**src/rtl/fifo_modport_pkg.sv**
```systemverilog
// Shared constants and types for the fifo_modport slice.
// Default geometry: 16 words of 8 bits.
package fifo_modport_pkg;

    localparam int DEF_DATA_WIDTH = 8;
    localparam int DEF_ADDR_WIDTH = 4;

    typedef logic [DEF_ADDR_WIDTH:0]   ptr_t;
    typedef logic [DEF_DATA_WIDTH-1:0] data_t;

endpackage

```
**src/rtl/fifo_modport_mem.sv**
```systemverilog
// Dual-port RAM for fifo_modport.
// Synchronous write, asynchronous read address.
module fifo_modport_mem #(
    parameter int DATA_WIDTH = 8,
    parameter int ADDR_WIDTH = 4
) (
    input  logic                  clk,
    input  logic                  we,
    input  logic [ADDR_WIDTH-1:0] waddr,
    input  logic [DATA_WIDTH-1:0] wdata,
    input  logic [ADDR_WIDTH-1:0] raddr,
    output logic [DATA_WIDTH-1:0] rdata
);

    logic [DATA_WIDTH-1:0] mem [2**ADDR_WIDTH];

    always_ff @(posedge clk) begin
        if (we) begin
            mem[waddr] <= wdata;
        end
    end

    assign rdata = mem[raddr];

endmodule

```
**src/rtl/fifo_modport.sv**
```systemverilog
// Single-clock FIFO with wrap-bit pointers and registered read data.
// Define FIFO_OVERFLOW_FLAGS_EN for sticky o_overflow/o_underflow outputs.
module fifo_modport
    import fifo_modport_pkg::*;
#(
    parameter int DATA_WIDTH = DEF_DATA_WIDTH,
    parameter int ADDR_WIDTH = DEF_ADDR_WIDTH
) (
    input  logic                  i_clk,
    input  logic                  i_rst_n,
    input  logic [DATA_WIDTH-1:0] i_wdata,
    input  logic                  i_winc,
    output logic                  o_wfull,
    input  logic                  i_rinc,
    output logic [DATA_WIDTH-1:0] o_rdata,
`ifdef FIFO_OVERFLOW_FLAGS_EN
    output logic                  o_overflow,
    output logic                  o_underflow,
`endif
    output logic                  o_rempty
);

    localparam logic [ADDR_WIDTH:0] PTR_ONE = 1;

    logic [ADDR_WIDTH:0]   wptr;
    logic [ADDR_WIDTH:0]   rptr;
    logic [DATA_WIDTH-1:0] mem_rdata;
    logic                  w_acc;
    logic                  r_acc;

    assign o_rempty = (wptr == rptr);
    assign o_wfull  = (wptr[ADDR_WIDTH] != rptr[ADDR_WIDTH]) &&
                      (wptr[ADDR_WIDTH-1:0] == rptr[ADDR_WIDTH-1:0]);

    // Flags come from registered pointers, so full/empty gate this edge
    assign w_acc = i_winc && !o_wfull;
    assign r_acc = i_rinc && !o_rempty;

    fifo_modport_mem #(
        .DATA_WIDTH(DATA_WIDTH),
        .ADDR_WIDTH(ADDR_WIDTH)
    ) u_mem (
        .clk   (i_clk),
        .we    (w_acc),
        .waddr (wptr[ADDR_WIDTH-1:0]),
        .wdata (i_wdata),
        .raddr (rptr[ADDR_WIDTH-1:0]),
        .rdata (mem_rdata)
    );

    always_ff @(posedge i_clk) begin
        if (!i_rst_n) begin
            wptr    <= '0;
            rptr    <= '0;
            o_rdata <= '0;
        end else begin
            if (w_acc) begin
                wptr <= wptr + PTR_ONE;
            end
            if (r_acc) begin
                rptr    <= rptr + PTR_ONE;
                o_rdata <= mem_rdata;
            end
        end
    end

`ifdef FIFO_OVERFLOW_FLAGS_EN
    always_ff @(posedge i_clk) begin
        if (!i_rst_n) begin
            o_overflow  <= 1'b0;
            o_underflow <= 1'b0;
        end else begin
            if (i_winc && o_wfull) begin
                o_overflow <= 1'b1;
            end
            if (i_rinc && o_rempty) begin
                o_underflow <= 1'b1;
            end
        end
    end
`endif

endmodule

```
**config.mk**
```make
export PLATFORM = sky130hd
export DESIGN_NAME = fifo_modport
export DESIGN_NICKNAME = d
export VERILOG_FILES = /design/src/rtl/fifo_modport_pkg.sv /design/src/rtl/fifo_modport_mem.sv /design/src/rtl/fifo_modport.sv
export SDC_FILE = /design/constraint.sdc
export NUM_CORES = 1
export LEC_CHECK = 0
export CAP_MARGIN = 30
export CORE_UTILIZATION = 46
export CTS_BUF_LIST = sky130_fd_sc_hd__clkbuf_4 sky130_fd_sc_hd__clkbuf_8 sky130_fd_sc_hd__clkbuf_16
export CTS_CLUSTER_SIZE = 16
export DETAILED_ROUTE_END_ITERATION = 8
export SETUP_SLACK_MARGIN = 0.3
export SYNTH_ARGS = -nofsm -noshare
export SYNTH_HDL_FRONTEND = slang
export SYNTH_SLANG_ARGS = --single-unit
```
**constraint.sdc**
```tcl
create_clock -name i_clk -period 2.35 [get_ports i_clk]
set_clock_uncertainty 0.2 [all_clocks]
set_input_delay 0.5875 -clock i_clk [delete_from_list [all_inputs] [get_ports i_clk]]
set_output_delay 0.5875 -clock i_clk [all_outputs]
set_load 0.05 [all_outputs]
```
### Yosys cells after proc, flatten, opt, wreduce, memory -nomap -nowiden

Memories as Yosys holds them, arrays and structs flattened. A register that Yosys moved wholly into a read port is not among the register bits.
Cells that the tools add are included.

* register bits after elaboration: 10
* RAM bits: 128
* input port bits: 12
* output and inout bits: 10
* logic and storage cells: 16
* memories kept: 1

* add/sub/neg operators: 2
* equal/unequal tests: 3
* multiplexer cells: 2
* reductions and logical operators: 6

Memories
* u_mem.mem: words 16, bits a word 8, rd ports 1, clocked after Yosys merged registers in 1, wr ports 1, RTL line fifo_modport_mem.sv:15 `logic [DATA_WIDTH-1:0] mem [2**ADDR_WIDTH];`

Operators with widths (count)
* $add 5x1->5 const B: 2
* $eq 5x5->1: 1
* $eq 4x4->1: 1
* $logic_and 1x1->1: 3
* $logic_not 1->1: 3
* $mux 1: 2
* $ne 1x1->1: 1

### Longest topological paths before layout

Gate-level depths: netlist of the first run.

* depth in word-level cells: 6
* depth in mapped cells: 8

### By module

From an unflattened synthesis of the first run, not the netlist that was laid out.

* cells, all modules: 324
* area, all modules: 5910.7 um^2

By module, submodules not included
* fifo_modport_mem: instances 1, cells an instance 221, area each 4987.3 um^2, sequential area each 3843.7 um^2
* fifo_modport: instances 1, cells an instance 103, area each 923.4 um^2, sequential area each 360.3 um^2

### Worst setup path before layout of the first run

OpenSTA, ideal clock, no wires.

* path kind: flip-flop to output port
* start point: reg rptr[1]
* end point: out o_rempty
* arrival: 1.545 ns
* data required time: 1.562 ns
* setup slack: 0.017 ns
* stages on the path, launching flop included: 5
* path buffers: 1
* cells stage by stage: dfxtp_1 buf_6 xnor2_1 nand4_2 nor2_1

* longest elaborated chain between the ends: 1

Ends and longest elaborated chain
* start: declaration: RTL line fifo_modport.sv:26 `logic [ADDR_WIDTH:0] rptr;`
* start signal: assignment: RTL line fifo_modport.sv:61 `rptr <= rptr + PTR_ONE;`
* $eq 5x5->1: RTL line fifo_modport.sv:31 `assign o_rempty = (wptr == rptr);`
* end: declaration: RTL line fifo_modport.sv:20 `output logic o_rempty`

Every way passes these cells.

### Worst setup path after layout of the first run

* start point: reg rptr[3]
* end point: out o_rempty

The elaborated chain is that of the path after synthesis.

==> flow_metrics.py, run 1 <==
metrics = {
    "grt": {
        "grt_pass1_vias": 3277,
        "grt_overflow": 0,
        "antenna_found_initial": 0,
        "grt_first_pass_wirelength_um": 19700,
        "grt_use_total": 0.219,
        "grt_max_degree": 22,
    },
    "floorplanning": {
        "core_mm2": 0.0122,
        "start_util": 0.482,
        "placementRows": 40,
        "die_h_um": 115,
        "ios": 22,
        "fp.dieW_um": 115,
        "die-area_mm2": 0.0132,
    },
    "setup_path": {
        "slowest_delay_ns": 0.40,
        "worstReg2RegStart": "rptr[1]$_SDFFE_PN0P_",
        "critPathCaptureType": "primary output",
        "path_max_fanout": 4,
        "cp-startpoint": "rptr[3]$_SDFFE_PN0P_",
        "arrival_ns": 1.43,
        "worst-setup-path-type": "reg -> out",
        "start_kind": "register",
        "worstPathCellList": "xnor2_2, nand4_4, nor2_4, buf_12",
        "cp_slowest_cell": "dfxtp_1",
        "crit_required_ns": 1.56,
    },
    "outcome": {
        "status": "finished, final reports clean",
    },
    "route": {
        "vias": 3102,
        "first_iter_violations": 233,
        "postRouteAntennaNets": 0,
        "wl_per_cell_um": 22.7,
        "drc": 0,
        "first_pass_iters": 5,
        "wl_um": 12900,
        "vias_per_cell": 5.45,
    },
    "sta": {
        "slew_headroom": 0.713,
        "maxSlewViolCount": 0,
        "period_needed_ns": 2.22,
        "fmax_mhz": 451,
        "setup-tns-final_ns": 0,
        "rsz0062_at_grt": "yes",
        "worstMarginPinSlew_ns": 0.430,
        "hold_violations": 0,
        "worst_slack_ns": 0.133,
        "hold-worst-slack_ns": 0.342,
        "fin_crit_sh": 0.944,
        "finalSetupViolations": 0,
    },
    "finish": {
        "final_common_cell": "edfxtp_1",
        "layout_common_cells": "128 x edfxtp_1, 27 x buf_4, 24 x mux4_2",
        "antenna_cells": 0,
        "nNetsFinal": 405,
        "drive_gt1_frac": 0.379,
        "area.growth.synth_to_final_pct": 25.0,
        "fin_area_mm2": 0.00735,
    },
    "run": {
        "drv_cap": 0,
    },
    "pwr": {
        "leakage_nw": 2.43,
        "worst_ir_drop_vdd_v": 0.000603,
        "power.density_mw_per_mm2": 922,
        "p_total_w": 0.00677,
    },
    "clock_network": {
        "htree_num_levels": 4,
        "cts_tree": "yes",
        "cts_buffers": 17,
        "ctsHoldBuffers": 0,
        "clk_pin_slew_ns": 0.06,
        "clk_latency_ns": 0.42,
        "cts_sinks": 146,
        "clockRootBuffer": "clkbuf_16",
        "clk_path_buf_depth": 2,
    },
    "hold_path": {
        "worstHoldStart": "o_rdata[1]$_SDFFE_PN0P_",
        "worstHoldPathType": "reg -> reg",
    },
    "yosys": {
        "avgSynthCellArea_um2": 17.6,
        "synth_area_leaders": "edfxtp_1 65%, mux4_2 9.2%, dfxtp_1 6.1%",
        "seq_area_frac_synth": 0.715,
        "synth_top_cell_area_share": 0.654,
        "synth_seq_cells": 146,
        "synthCells": 334,
        "yosysWarnings": 0,
        "yosysUniqueCellTypes": 37,
        "syn-num-nets": 351,
        "syn_area_mm2": 0.00588,
        "synth_top_cell_by_area": "edfxtp_1",
    },
    "placed_design": {
        "dp_hpwl_um": 8290,
        "place_area_mm2": 0.00647,
        "post-place-ws_ns": 0.0173,
        "place_congestion": 0.802,
        "portBuffers": 21,
    },
}
## cell families after synthesis
group,Yosys count,share of synthesized area
AO/OA/AOI/OAI,50,0.0543
XOR/XNOR,10,0.0149
adder cells (fa/ha/maj),5,0.0106
buffers and inverters,23,0.0215
flip-flops,146,0.715
multiplexers,43,0.128
AND/OR/NAND/NOR,57,0.0562
## power by group
| group | leakage, nW | switching (W) | internal, W |
|---|---|---|---|
| combinational | 0.813 | 0.000555 | 0.000393 |
| sequential | 1.31 | 0.0000367 | 0.00289 |
| clock | 0.307 | 0.00101 | 0.00189 |
## per-stage QoR
stage / utilization / std cells
finish: 0.602 / 569
floorplan: - / 334
global placement: 0.530 / 530
global route: 0.602 / 569
detailed placement: 0.530 / 530
CTS: 0.595 / 568
## state kept, by name (all words and copies together) (netlist names)
name / count
u_mem.mem: 128
rptr: 5
wptr: 5
o_rdata: 8
## what timing repair did
action	in CTS	in global routing
setup buffers	5	1
endpoints found under the hold margin	0	0
resized for setup	44	26
cloned	1	0
pin swaps	6	3
setup endpoints to repair	113	68
## critical path: cells and delay by family (launching register included)
family	cells	cell delay [ns]
buffers and inverters	1	0.14
and+or+nand+nor	2	0.31
xor gates and xnor gates	1	0.15
DFF	1	0.40
## worst paths after layout
kind	to	slack (ns)	cells after the start
worst max-delay path	o_rempty	0.13	4
worst min register to register	o_rdata[1]$_SDFFE_PN0P_	0.34	2
worst min-delay path	o_rdata[1]$_SDFFE_PN0P_	0.34	2
worst max register to register	o_rdata[1]$_SDFFE_PN0P_	0.20	6
## Yosys cell counts
library cell / count
and4_4: 1
o2111ai_1: 1
o211ai_2: 1
o21ai_2: 1
xnor2_1: 9
nand4_2: 1
clkbuf_2: 2
clkbuf_1: 4
nor3_1: 10
o21a_4: 1
edfxtp_1: 128
buf_4: 1
mux2i_1: 3
nand3_1: 2
nand2b_1: 3
inv_1: 3
o21ai_0: 9
mux4_2: 24
a21boi_1: 2
mux2_2: 16
o21a_1: 2
or3_1: 1
o21a_2: 1
dfxtp_1: 18
nor2_1: 3
and2_1: 5
buf_2: 9
xor2_1: 1
buf_6: 3
a211oi_1: 8
nand2_1: 6
o22ai_1: 8
a21oi_1: 16
and3_1: 12
ha_1: 5
nor2b_1: 13
buf_1: 1
## routing by layer
metal  global-route usage  vias up  share of wire
li1                     -     1432              -
met1                0.286     1590           0.42
met2                0.358       68           0.52
met3               0.0490       12          0.049
met4               0.0926        0          0.014
met5                    0        -              0
## cell type report
type                            count  area, um^2
Timing Repair Buffer               55         573
Sequential cell                   146        4220
Clock inverter                     14         213
Multi-Input combinational cell    165        1690
Fill cell                         930        4860
Inverter                            3        11.3
Clock buffer                       18         433
Tap cell                          168         210
Power figures use the tool's default switching activity.
==> run 2: changes to the inputs <==
Settings changed: CELL_PAD_IN_SITES_DETAIL_PLACEMENT from default to 0, CELL_PAD_IN_SITES_GLOBAL_PLACEMENT from default to 1, PLACE_DENSITY_LB_ADDON from default to 0.1.
==> run 2 against run 1 <==
  * Cell area fell by 1.3%
  * Wire length rose by 1.3%
  * Via count rose by 1.3%
  * Critical endpoint is now o_wfull
  * Largest cell class unchanged
  * Die area did not move
  * Flip-flop and latch count did not move
==> flow_metrics.py, run 2 (synthesized netlist as in run 1, its figures left out) <==
metrics = {
    "outcome": {
        "status": "finished, final reports clean",
    },
    "finish": {
        "final_common_cell": "edfxtp_1",
        "layout_common_cells": "128 x edfxtp_1, 29 x buf_4, 24 x mux4_2",
        "nNetsFinal": 405,
        "fillCellCount": 941,
        "regArea_mm2": 0.00422,
        "drive_gt1_frac": 0.358,
        "top_register": "u_mem.mem",
        "largest_register_ffs": 128,
        "fin_cells": 568,
        "area.growth.synth_to_final_pct": 23.3,
        "reg_top3": "u_mem.mem x128, o_rdata x8",
        "antenna_cells": 0,
        "multi_input_area_mm2": 0.00169,
    },
    "pwr": {
        "p_clk_frac": 0.410,
        "switching_share": 0.240,
        "power.internal_w": 0.00498,
        "worst_ir_drop_vdd_v": 0.000502,
        "leakage_nw": 2.38,
        "seq_power_share": 0.447,
        "power.density_mw_per_mm2": 903,
        "power_switching_w": 0.00158,
        "power_frac_comb": 0.143,
    },
    "setup_path": {
        "rrSetupSlack_ns": 0.16,
        "r2r-end": "o_rdata[5]$_SDFFE_PN0P_",
        "worstReg2RegStart": "rptr[1]$_SDFFE_PN0P_",
        "crit_family": "flip-flops",
        "path_max_fanout": 7,
        "start_kind": "register",
        "crit_required_ns": 1.56,
        "rr_worst_depth": 6,
        "critPathCaptureType": "primary output",
        "arrival_ns": 1.48,
        "cp_slowest_cell": "dfxtp_4",
        "worst-setup-path-type": "reg -> out",
        "critPathBufInv": 1,
        "worstPathCellList": "xnor2_2, nand4_4, nor2_4, buf_12",
        "slowest_delay_ns": 0.45,
    },
    "route": {
        "wl_met3_um": 858,
        "drt-met1-wl_um": 6100,
        "wl_per_cell_um": 23.0,
        "wl_um": 13100,
        "vias": 3141,
        "met2_length_um": 5810,
        "postRouteAntennaNets": 0,
        "first_pass_iters": 4,
        "drc": 0,
        "highest_layer": "met4",
        "vias_per_cell": 5.53,
        "first_iter_violations": 263,
    },
    "placed_design": {
        "dp_hpwl_um": 8420,
        "portBuffers": 21,
        "dp_cells": 530,
        "place_congestion": 0.800,
    },
    "clock_network": {
        "htree_num_levels": 4,
        "cts_tree": "yes",
        "clk_path_buf_depth": 2,
        "clk_latency_ns": 0.42,
        "clk_pin_slew_ns": 0.06,
        "clockRootBuffer": "clkbuf_16",
        "cts_buffers": 17,
        "cts_sinks": 146,
    },
    "grt": {
        "grt_use_total": 0.219,
        "grt_pass1_vias": 3205,
        "antenna_found_initial": 0,
        "grt_first_pass_wirelength_um": 19600,
        "grt_max_degree": 29,
        "grt_overflow": 0,
    },
    "floorplanning": {
        "die-area_mm2": 0.0132,
        "placementRows": 40,
        "fp.dieW_um": 115,
        "ios": 22,
        "start_util": 0.482,
        "die_h_um": 115,
        "core_mm2": 0.0122,
    },
    "run": {
        "drv_cap": 0,
    },
    "sta": {
        "rsz0062_at_grt": "yes",
        "period_needed_ns": 2.27,
        "setup-tns-final_ns": 0,
        "slew_headroom": 0.681,
        "worstMarginPinSlew_ns": 0.480,
        "fin_crit_sh": 0.966,
        "finalSetupViolations": 0,
        "maxSlewViolCount": 0,
        "hold_violations": 0,
        "fmax_mhz": 441,
    },
    "hold_path": {
        "whs_path_depth": 2,
        "holdPathEnd": "o_rdata[3]$_SDFFE_PN0P_",
        "worstHoldStart": "o_rdata[3]$_SDFFE_PN0P_",
        "worstHoldPathType": "reg -> reg",
    },
}
## run 2: timing repair
item | 4_1_cts | 5_1_grt
setup endpoints to repair | 139 | 144
endpoints found under the hold margin | 0 | 0
buffers inserted | 4 | 3
hold buffers | 0 | 0
pin swaps | 2 | 5
resized for setup | 36 | 22
## run 2: how the worst max path moves through the flow
stage	startpoint	to	slack (ns)	depth (start not counted)
5_1_grt	rptr[1]$_SDFFE_PN0P_	o_wfull	0.02	5
6_report	rptr[2]$_SDFFE_PN0P_	o_wfull	0.08	4
3_5_place_dp	i_winc	u_mem.mem[0][7]$_DFFE_PP_	-0.01	3
4_1_cts	rptr[1]$_SDFFE_PN0P_	o_wfull	0.02	5
2_1_floorplan	rptr[1]$_SDFFE_PN0P_	o_rempty	0.22	4
3_3_place_gp	i_winc	u_mem.mem[10][7]$_DFFE_PP_	0.08	3
## run 2: power groups by stage
| stage | Sequential (W) | Clock (W) | Combinational (W) |
|---|---|---|---|
| CTS | 0.00293 | 0.00272 | 0.000921 |
| global route | 0.00293 | 0.00282 | 0.000997 |
| global placement | 0.00298 | 0 | 0.000866 |
| floorplan | 0.00308 | 0 | 0.000422 |
| detailed placement | 0.00298 | 0 | 0.000874 |
| finish | 0.00293 | 0.00269 | 0.000936 |
## run 2: final cells by class
cell class	count	share of cell area
clock buffers	21	0.0628
clock inverters	10	0.0188
inverters	3	0.00155
multi-input cells	165	0.233
flip-flops and latches	146	0.581
well taps	168	0.0290
repair buffers	55	0.0733
## run 2: through the flow
stage	util	hold slack [ns]	total power (W)	setup WS (ns)	instance area [um^2]
after floorplan	-	0.293	0.00351	0.222	5890
after detailed placement	0.531	0.326	0.00385	-0.00974	6480
after global routing	0.594	0.362	0.00676	0.0220	7250
after CTS	0.588	0.346	0.00656	0.0212	7180
after global placement	0.531	0.324	0.00385	0.0841	6480
final	0.594	0.339	0.00655	0.0805	7250
## run 2: metal layers
metal | global-route usage | up-vias
met1 | 0.319 | 1568
met4 | 0.100 | 0
li1 | - | 1432
met2 | 0.312 | 120
met5 | 0 | -
met3 | 0.0554 | 21
## run 2: worst min-delay path, delay by kind of cell, from the launching register on
kind           cells  cell delay [ns]
AO/OA/AOI/OAI      2             0.18
flip-flops         1             0.32
